**src/rtl/wb_port_arbiter_if.sv**
```systemverilog
// Bus bundle for the write-back port arbiter: pipeline WB request, unit result
// handshake, hazard lookup and the register-file write port.
interface wb_port_arbiter_if #(
  parameter int unsigned DATA_W     = 32,
  parameter int unsigned ADDR_W     = 5,
  parameter int unsigned FIFO_DEPTH = 2
);
  localparam int unsigned CNT_W = $clog2(FIFO_DEPTH) + 1;

  logic              pipe_wr_en;
  logic [ADDR_W-1:0] pipe_rd;
  logic [DATA_W-1:0] pipe_wdata;
  logic              pipe_stall;
  logic              lu_valid;
  logic              lu_ready;
  logic [ADDR_W-1:0] lu_rd;
  logic [DATA_W-1:0] lu_wdata;
  logic [ADDR_W-1:0] chk_rd;
  logic              chk_hit;
  logic              rf_we;
  logic [ADDR_W-1:0] rf_waddr;
  logic [DATA_W-1:0] rf_wdata;
  logic [CNT_W-1:0]  fifo_count;

  modport slave (
    input  pipe_wr_en, pipe_rd, pipe_wdata, lu_valid, lu_rd, lu_wdata, chk_rd,
    output pipe_stall, lu_ready, chk_hit, rf_we, rf_waddr, rf_wdata, fifo_count
  );

  modport master (
    output pipe_wr_en, pipe_rd, pipe_wdata, lu_valid, lu_rd, lu_wdata, chk_rd,
    input  pipe_stall, lu_ready, chk_hit, rf_we, rf_waddr, rf_wdata, fifo_count
  );
endinterface

```
**src/rtl/wb_port_arbiter.sv**
```systemverilog
// Shares the register-file write port between pipeline write-back (priority) and a
// variable-latency unit whose results queue in a small FIFO with a starvation guard.
module wb_port_arbiter #(
    parameter int unsigned DATA_W       = 32,
    parameter int unsigned ADDR_W       = 5,
    parameter int unsigned FIFO_DEPTH   = 2,
    parameter int unsigned STARVE_LIMIT = 4
) (
    input logic              clk,
    input logic              rst_n,
    wb_port_arbiter_if.slave bus
);
    localparam int unsigned PTR_W = $clog2(FIFO_DEPTH);
    localparam int unsigned CNT_W = PTR_W + 1;
    localparam int unsigned ST_W  = $clog2(STARVE_LIMIT) + 1;

    typedef enum logic [1:0] {IDLE, PEND, FORCE} state_t;

    state_t            state_q, state_d;
    logic [PTR_W-1:0]  wr_ptr_q, wr_ptr_d, rd_ptr_q, rd_ptr_d;
    logic [CNT_W-1:0]  count_q, count_d;
    logic [ST_W-1:0]   starve_q, starve_d;
    logic [ADDR_W-1:0] rd_mem_q   [FIFO_DEPTH];
    logic [DATA_W-1:0] data_mem_q [FIFO_DEPTH];

    logic              accept, push, pop, bypass, stall;
    logic              sel_vld, hit;
    logic [ADDR_W-1:0] sel_rd;
    logic [DATA_W-1:0] sel_data;
    logic              lu_ready_int;

    assign lu_ready_int = (count_q < CNT_W'(FIFO_DEPTH));
    assign accept       = bus.lu_valid & lu_ready_int;

    always_comb begin
        sel_vld  = 1'b0;
        sel_rd   = '0;
        sel_data = '0;
        pop      = 1'b0;
        bypass   = 1'b0;
        stall    = 1'b0;
        if (state_q == FORCE) begin
            sel_vld  = 1'b1;
            sel_rd   = rd_mem_q[rd_ptr_q];
            sel_data = data_mem_q[rd_ptr_q];
            pop      = 1'b1;
            stall    = 1'b1;
        end else if (bus.pipe_wr_en) begin
            sel_vld  = 1'b1;
            sel_rd   = bus.pipe_rd;
            sel_data = bus.pipe_wdata;
        end else if (count_q != '0) begin
            sel_vld  = 1'b1;
            sel_rd   = rd_mem_q[rd_ptr_q];
            sel_data = data_mem_q[rd_ptr_q];
            pop      = 1'b1;
        end else if (accept) begin
            sel_vld  = 1'b1;
            sel_rd   = bus.lu_rd;
            sel_data = bus.lu_wdata;
            bypass   = 1'b1;
        end
    end

    // x0 results are accepted but never stored
    assign push     = accept & ~bypass & (bus.lu_rd != '0);
    assign count_d  = count_q + CNT_W'(push) - CNT_W'(pop);
    assign wr_ptr_d = wr_ptr_q + PTR_W'(push);
    assign rd_ptr_d = rd_ptr_q + PTR_W'(pop);

    always_comb begin
        starve_d = starve_q;
        state_d  = state_q;
        if (pop || state_q == IDLE)
            starve_d = '0;
        else if (state_q == PEND && starve_q < ST_W'(STARVE_LIMIT - 1))
            starve_d = starve_q + 1'b1;

        case (state_q)
            IDLE:    if (push) state_d = PEND;
            PEND: begin
                if (count_d == '0)
                    state_d = IDLE;
                else if (!pop && starve_q == ST_W'(STARVE_LIMIT - 1))
                    state_d = FORCE;
            end
            FORCE:   state_d = (count_d != '0) ? PEND : IDLE;
            default: state_d = IDLE;
        endcase
    end

    always_comb begin
        hit = 1'b0;
        for (int unsigned i = 0; i < FIFO_DEPTH; i++) begin
            if (CNT_W'(i) < count_q && rd_mem_q[rd_ptr_q + PTR_W'(i)] == bus.chk_rd)
                hit = 1'b1;
        end
    end

    always_ff @(posedge clk or negedge rst_n) begin
        if (!rst_n) begin
            state_q  <= IDLE;
            wr_ptr_q <= '0;
            rd_ptr_q <= '0;
            count_q  <= '0;
            starve_q <= '0;
        end else begin
            state_q  <= state_d;
            wr_ptr_q <= wr_ptr_d;
            rd_ptr_q <= rd_ptr_d;
            count_q  <= count_d;
            starve_q <= starve_d;
        end
    end

    always_ff @(posedge clk) begin
        if (push) begin
            rd_mem_q[wr_ptr_q]   <= bus.lu_rd;
            data_mem_q[wr_ptr_q] <= bus.lu_wdata;
        end
    end

    // Outputs are gated by rst_n so they read zero while reset is asserted
    assign bus.rf_we      = rst_n & sel_vld & (sel_rd != '0);
    assign bus.rf_waddr   = rst_n ? sel_rd : '0;
    assign bus.rf_wdata   = rst_n ? sel_data : '0;
    assign bus.pipe_stall = rst_n & stall;
    assign bus.lu_ready   = rst_n & lu_ready_int;
    assign bus.chk_hit    = rst_n & hit & (bus.chk_rd != '0);
    assign bus.fifo_count = count_q;
endmodule

```
**src/flat_wrapper.sv**
```systemverilog
// flat-port wrapper written by rule: the top's interface ports become plain ports
module wb_port_arbiter_flat 
#(
    parameter int unsigned DATA_W       = 32,
    parameter int unsigned ADDR_W       = 5,
    parameter int unsigned FIFO_DEPTH   = 2,
    parameter int unsigned STARVE_LIMIT = 4
)
  (clk, rst_n, bus_pipe_wr_en, bus_pipe_rd, bus_pipe_wdata, bus_lu_valid, bus_lu_rd, bus_lu_wdata, bus_chk_rd, bus_pipe_stall, bus_lu_ready, bus_chk_hit, bus_rf_we, bus_rf_waddr, bus_rf_wdata, bus_fifo_count);
  wb_port_arbiter_if #(.DATA_W(DATA_W), .ADDR_W(ADDR_W), .FIFO_DEPTH(FIFO_DEPTH)) bus_i ();
  input logic clk;
  input logic rst_n;
  input wire logic [$bits(bus_i.pipe_wr_en)-1:0] bus_pipe_wr_en;
  input wire logic [$bits(bus_i.pipe_rd)-1:0] bus_pipe_rd;
  input wire logic [$bits(bus_i.pipe_wdata)-1:0] bus_pipe_wdata;
  input wire logic [$bits(bus_i.lu_valid)-1:0] bus_lu_valid;
  input wire logic [$bits(bus_i.lu_rd)-1:0] bus_lu_rd;
  input wire logic [$bits(bus_i.lu_wdata)-1:0] bus_lu_wdata;
  input wire logic [$bits(bus_i.chk_rd)-1:0] bus_chk_rd;
  output wire logic [$bits(bus_i.pipe_stall)-1:0] bus_pipe_stall;
  output wire logic [$bits(bus_i.lu_ready)-1:0] bus_lu_ready;
  output wire logic [$bits(bus_i.chk_hit)-1:0] bus_chk_hit;
  output wire logic [$bits(bus_i.rf_we)-1:0] bus_rf_we;
  output wire logic [$bits(bus_i.rf_waddr)-1:0] bus_rf_waddr;
  output wire logic [$bits(bus_i.rf_wdata)-1:0] bus_rf_wdata;
  output wire logic [$bits(bus_i.fifo_count)-1:0] bus_fifo_count;
  assign bus_i.pipe_wr_en = bus_pipe_wr_en;
  assign bus_i.pipe_rd = bus_pipe_rd;
  assign bus_i.pipe_wdata = bus_pipe_wdata;
  assign bus_i.lu_valid = bus_lu_valid;
  assign bus_i.lu_rd = bus_lu_rd;
  assign bus_i.lu_wdata = bus_lu_wdata;
  assign bus_i.chk_rd = bus_chk_rd;
  assign bus_pipe_stall = bus_i.pipe_stall;
  assign bus_lu_ready = bus_i.lu_ready;
  assign bus_chk_hit = bus_i.chk_hit;
  assign bus_rf_we = bus_i.rf_we;
  assign bus_rf_waddr = bus_i.rf_waddr;
  assign bus_rf_wdata = bus_i.rf_wdata;
  assign bus_fifo_count = bus_i.fifo_count;
  wb_port_arbiter #(.DATA_W(DATA_W), .ADDR_W(ADDR_W), .FIFO_DEPTH(FIFO_DEPTH), .STARVE_LIMIT(STARVE_LIMIT)) u_core (.clk(clk), .rst_n(rst_n), .bus(bus_i));
endmodule
```
**config.mk**
```make
export PLATFORM = sky130hd
export DESIGN_NAME = wb_port_arbiter_flat
export DESIGN_NICKNAME = d
export VERILOG_FILES = /design/src/rtl/wb_port_arbiter_if.sv /design/src/rtl/wb_port_arbiter.sv /design/src/flat_wrapper.sv
export SDC_FILE = /design/constraint.sdc
export NUM_CORES = 1
export LEC_CHECK = 0
export BUFFER_PORTS_ARGS = -buffer_cell sky130_fd_sc_hd__buf_4
export CAP_MARGIN = 20
export CORE_MARGIN = 2
export CORE_UTILIZATION = 56
export DETAILED_ROUTE_END_ITERATION = 16
export PLACE_DENSITY_LB_ADDON = 0.12
export SLEW_MARGIN = 20
export SYNTH_ARGS = -nofsm -noshare
export SYNTH_HDL_FRONTEND = slang
export SYNTH_SLANG_ARGS = --single-unit
export TNS_END_PERCENT = 20
```
**constraint.sdc**
```tcl
create_clock -name clk -period 7.4 [get_ports clk]
set_input_delay 1.48 -clock clk [delete_from_list [all_inputs] [get_ports clk]]
set_output_delay 1.48 -clock clk [all_outputs]
set_load 0.01 [all_outputs]
```
==> results.txt <==
The run finished with clean final reports. The count of mapped cells out of synthesis came out at 330. The proportion of layout cells with a drive suffix above 1 is 33.71%. By instance count, the cell type seen most on the critical path is buf_4. The sequential share of the synthesized area came out at 57.26%. The via count of the first global-routing pass is 3,080. The post-detailed-route via-to-cell ratio is 5.755. The final count of hold timing violations is 0. Data on the critical path is required at its endpoint by 5.92 ns. The overall track demand over capacity in global routing came out at 23.50%.

The number of synthesized flops with an enable pin came out at 74. The net switching share of the total power came out at 32.22%. In this run the critical register-to-register path is captured at u_core.state_q[0]$_DFFE_PN0P_. The total number of H-tree levels is 3. After clock tree synthesis, the clock-pin slew on the worst setup and hold paths is 0.08 ns. The buffer depth of the longest clock path is 2. The max-capacitance violation count is 0. The critical path starts at bus_pipe_wr_en. The global-route wire length before repair came out at 15,370 µm. The number of antenna repair diodes is 0. The ratio of total power to cell area is 291.2 nW/µm². The initial detailed-routing violation count came out at 189. After synthesis, the netlist uses 37 different library cells. The area of the die is 8348 µm². The worst reg-to-reg setup slack is 3.83 ns. The number of setup buffers added after CTS is 0. Broken down by cell family, the worst path's largest delay share belongs to buffers and inverters. The post-synthesis instance area came out at 4274 µm². After global routing, the most crowded layer is met2. The number of gates resized after CTS was 0. The maximum clock rate is 190.1 MHz. The fraction of registers with async set/reset is 10.84%. Once detail routing completed, the nets flagged for antenna violations numbered 0.

The overflow left after global routing is 0. The clock arrives with 0.009722 ns of skew. The worst setup path is captured at an output port.

STA classifies the critical path startpoint as an input pin. In this run the worst path has a maximum fanout of 40. The critical path ends at bus_rf_we. The layout filler cell count came out at 505. The tree built by TritonCTS fans out to 83 sinks. The number of antenna violations at the first check in global routing is 0. The slowest stage of the critical path belongs to the cell and2_1. The final-report max-slew violation count is 0. The tree is rooted in a clkbuf_8. The total placed cells including tap cells is 532. The net count of the mapped netlist came out at 419. The sequential standard cell area is 2449 µm². The number of buffers and inverters on the critical path is 3.

The worst endpoint data arrival time is 3.78 ns. The total vias in the final route came out at 3,148. The final-layout setup total negative slack came out at 0 ns. The width of the die came out at 91.37 µm. The number of cell instances on the worst register-to-register path came out at 12. The wire length per cell is 17.33 µm. The total number of yosys warnings came out at 0. The average cell area after synthesis is 12.95 µm². For the worst-skew pair, the clock arrives at the later sink with an insertion delay of 0.36 ns.

The pre-CTS setup slack came out at 2.100 ns. The final routed wirelength across all metal layers came out at 9482 µm. The weighted congestion reported at the end of routability-driven placement came out at 0.9124. After clock tree synthesis, the flow added hold-fix buffers numbering 0. Traced cell by cell, the critical path runs through buf_4 -> o21bai_1 -> and2_1 -> buf_4 -> o21ai_0 -> a31oi_1 -> a21oi_1 -> buf_4. The peak supply drop is 0.2118 mV. The worst stage delay on the critical path came out at 0.75 ns. Measured on the finished design, the core utilization comes to 73.75%.

The switching power of the nets is 0.5072 mW. Excluding fillers, the count of instances in the completed layout stands at 547. The initial core utilization came out at 58.30%. The final setup violation count is 0. The critical path runs through a total of 8 cells. The total number of placement rows came out at 31. The TritonCTS clock tree is yes.

126 I/O pins were placed. The sequential share of power is 41.9%. The analysis attributes to cell leakage a power of 2.176 nW. The critical path is of the in -> out type. The met2 usage is 38.40%. The die height came out at 91.37 µm. After floorplanning, the core was sized to cover 7331 µm².

The number of clock buffers inserted by TritonCTS came out at 9. Setup slack on the critical path of the routed design comes to 2.141 ns. The area growth from synthesis to final layout came out at 26.49%. The part of the total power dissipated in the clock network is 22.3%. The headroom to the max-slew limit is 28.88%. The design internal power came out at 1.067 mW.

The overall power of the completed layout is 1.574 mW. The multi-input combinational cell area came out at 1625 µm². In this run the tool buffered the top-level ports with 125 buffer cells. Before antenna repair, the detailed router went through 5 iterations. The largest net degree at the start of global routing is 51. The net count of the finished layout came out at 533. The critical register-to-register path startpoint is u_core.state_q[0]$_DFFE_PN0P_. The count of unresolved DRC violations after routing came out at 0. The minimum clock period after layout came out at 5.259 ns.

The relative contribution of combinational cells to total power came out at 35.8%. The min-delay analysis places its worst path in the category reg -> reg. The global routing usage on met3 came out at 3.817%. The fraction of met1 tracks used by global routing came out at 31.75%. The pin slew with the least headroom to its limit is 1.062 ns. The top flip-flop cell by instance count after synthesis is edfxtp_1. Setup repair after global routing left no endpoint under its margin.

The post-route clock period utilization is 71.07%. The half-perimeter wire length after detailed placement came out at 6291 µm. In this run, synthesis produced a sequential element count of 83.
-- cell families (layout without fill, tap and decap cells) --
logic type	Yosys count	in the layout	share of synthesized area, %
compound gates	81	81	13.12
xor+xnor	14	14	2.869
fa+ha+maj	6	6	1.756
simple gates	70	70	10.04
buf+inv	33	151	4.889
flops	83	83	57.26
mux	43	43	10.07
-- power by group through the flow --
| stage | registers (mW) | clock network, mW | logic (mW) |
|---|---|---|---|
| final | 0.660 | 0.351 | 0.564 |
| after floorplan | 0.641 | 0 | 0.422 |
| after detailed placement | 0.670 | 0 | 0.564 |
| after global placement | 0.663 | 0 | 0.555 |
| after global routing | 0.668 | 0.376 | 0.621 |
| after CTS | 0.659 | 0.358 | 0.568 |
-- per-stage QoR --
step           cell area (µm²)  hold WS, ns
2_1_floorplan             4274       0.4532
3_3_place_gp              5192       0.4750
3_5_place_dp              5192       0.5031
4_1_cts                   5406       0.5139
5_1_grt                   5406       0.5302
6_report                  5406       0.5170
-- worst min-delay path by stage --
stage	slack [ns]	startpoint	cells after the start	to
final	0.52	u_core.state_q[1]$_DFFE_PN0P_	1	u_core.state_q[0]$_DFFE_PN0P_
after floorplan	0.45	u_core.state_q[1]$_DFFE_PN0P_	1	u_core.state_q[0]$_DFFE_PN0P_
after detailed placement	0.50	u_core.state_q[1]$_DFFE_PN0P_	1	u_core.state_q[0]$_DFFE_PN0P_
after CTS	0.51	u_core.state_q[1]$_DFFE_PN0P_	1	u_core.state_q[0]$_DFFE_PN0P_
after global routing	0.53	u_core.state_q[1]$_DFFE_PN0P_	1	u_core.state_q[0]$_DFFE_PN0P_
after global placement	0.48	u_core.state_q[1]$_DFFE_PN0P_	1	u_core.state_q[0]$_DFFE_PN0P_
-- synth_stat cells (7+ instances only) --
library cell  number  area [µm²]
inv_1              7       26.28
xnor2_1           12       105.1
edfxtp_1          74        2222
a22oi_1           31       232.7
mux2i_1           43       430.4
o22ai_1           33       206.5
dfrtp_1            9       225.2
clkbuf_1           7       26.28
nand3_1           11       55.05
and2_1            38       237.7
-- cell usage in the layout, fill, tap and decap left out, drive strengths merged, types with 2 or more instances in the layout --
master / n
a21oi: 3
a22oi: 32
and2: 38
buf: 129
bufinv: 2
clkbuf: 9
clkinv: 2
dfrtp: 9
edfxtp: 74
ha: 6
inv: 8
mux2i: 43
nand2: 3
nand2b: 2
nand3: 11
nor2: 4
nor2b: 2
nor3: 2
nor4: 3
o211ai: 5
o21ai: 2
o22ai: 33
xnor2: 12
xor2: 2
-- sequential cells by signal, summed over array words and instances (netlist names) --
name                   flops
u_core.data_mem_q         64
u_core.rd_mem_q           10
u_core.starve_q            3
u_core.bus.fifo_count      2
u_core.state_q             2
u_core.rd_ptr_q            1
u_core.wr_ptr_q            1
-- metal layers --
| metal | up-vias | share of wire [%] | routed length (µm) |
|---|---|---|---|
| met5 | - | 0 | 0 |
| met4 | 0 | 1.8 | 166 |
| met3 | 15 | 7.7 | 731 |
| met2 | 144 | 50 | 4712 |
| met1 | 1489 | 41 | 3872 |
| li1 | 1500 | - | - |
-- cell type report --
| type | instances | area share, % |
|---|---|---|
| multi-input cells | 214 | 30.06 |
| repair buffers | 129 | 17.91 |
| clock buffers | 9 | 2.291 |
| inverters | 7 | 0.4860 |
| well taps | 99 | 2.291 |
| flip-flops and latches | 83 | 45.29 |
| clock inverters | 6 | 1.666 |
Note: power is estimated with default switching activity, not from simulation.
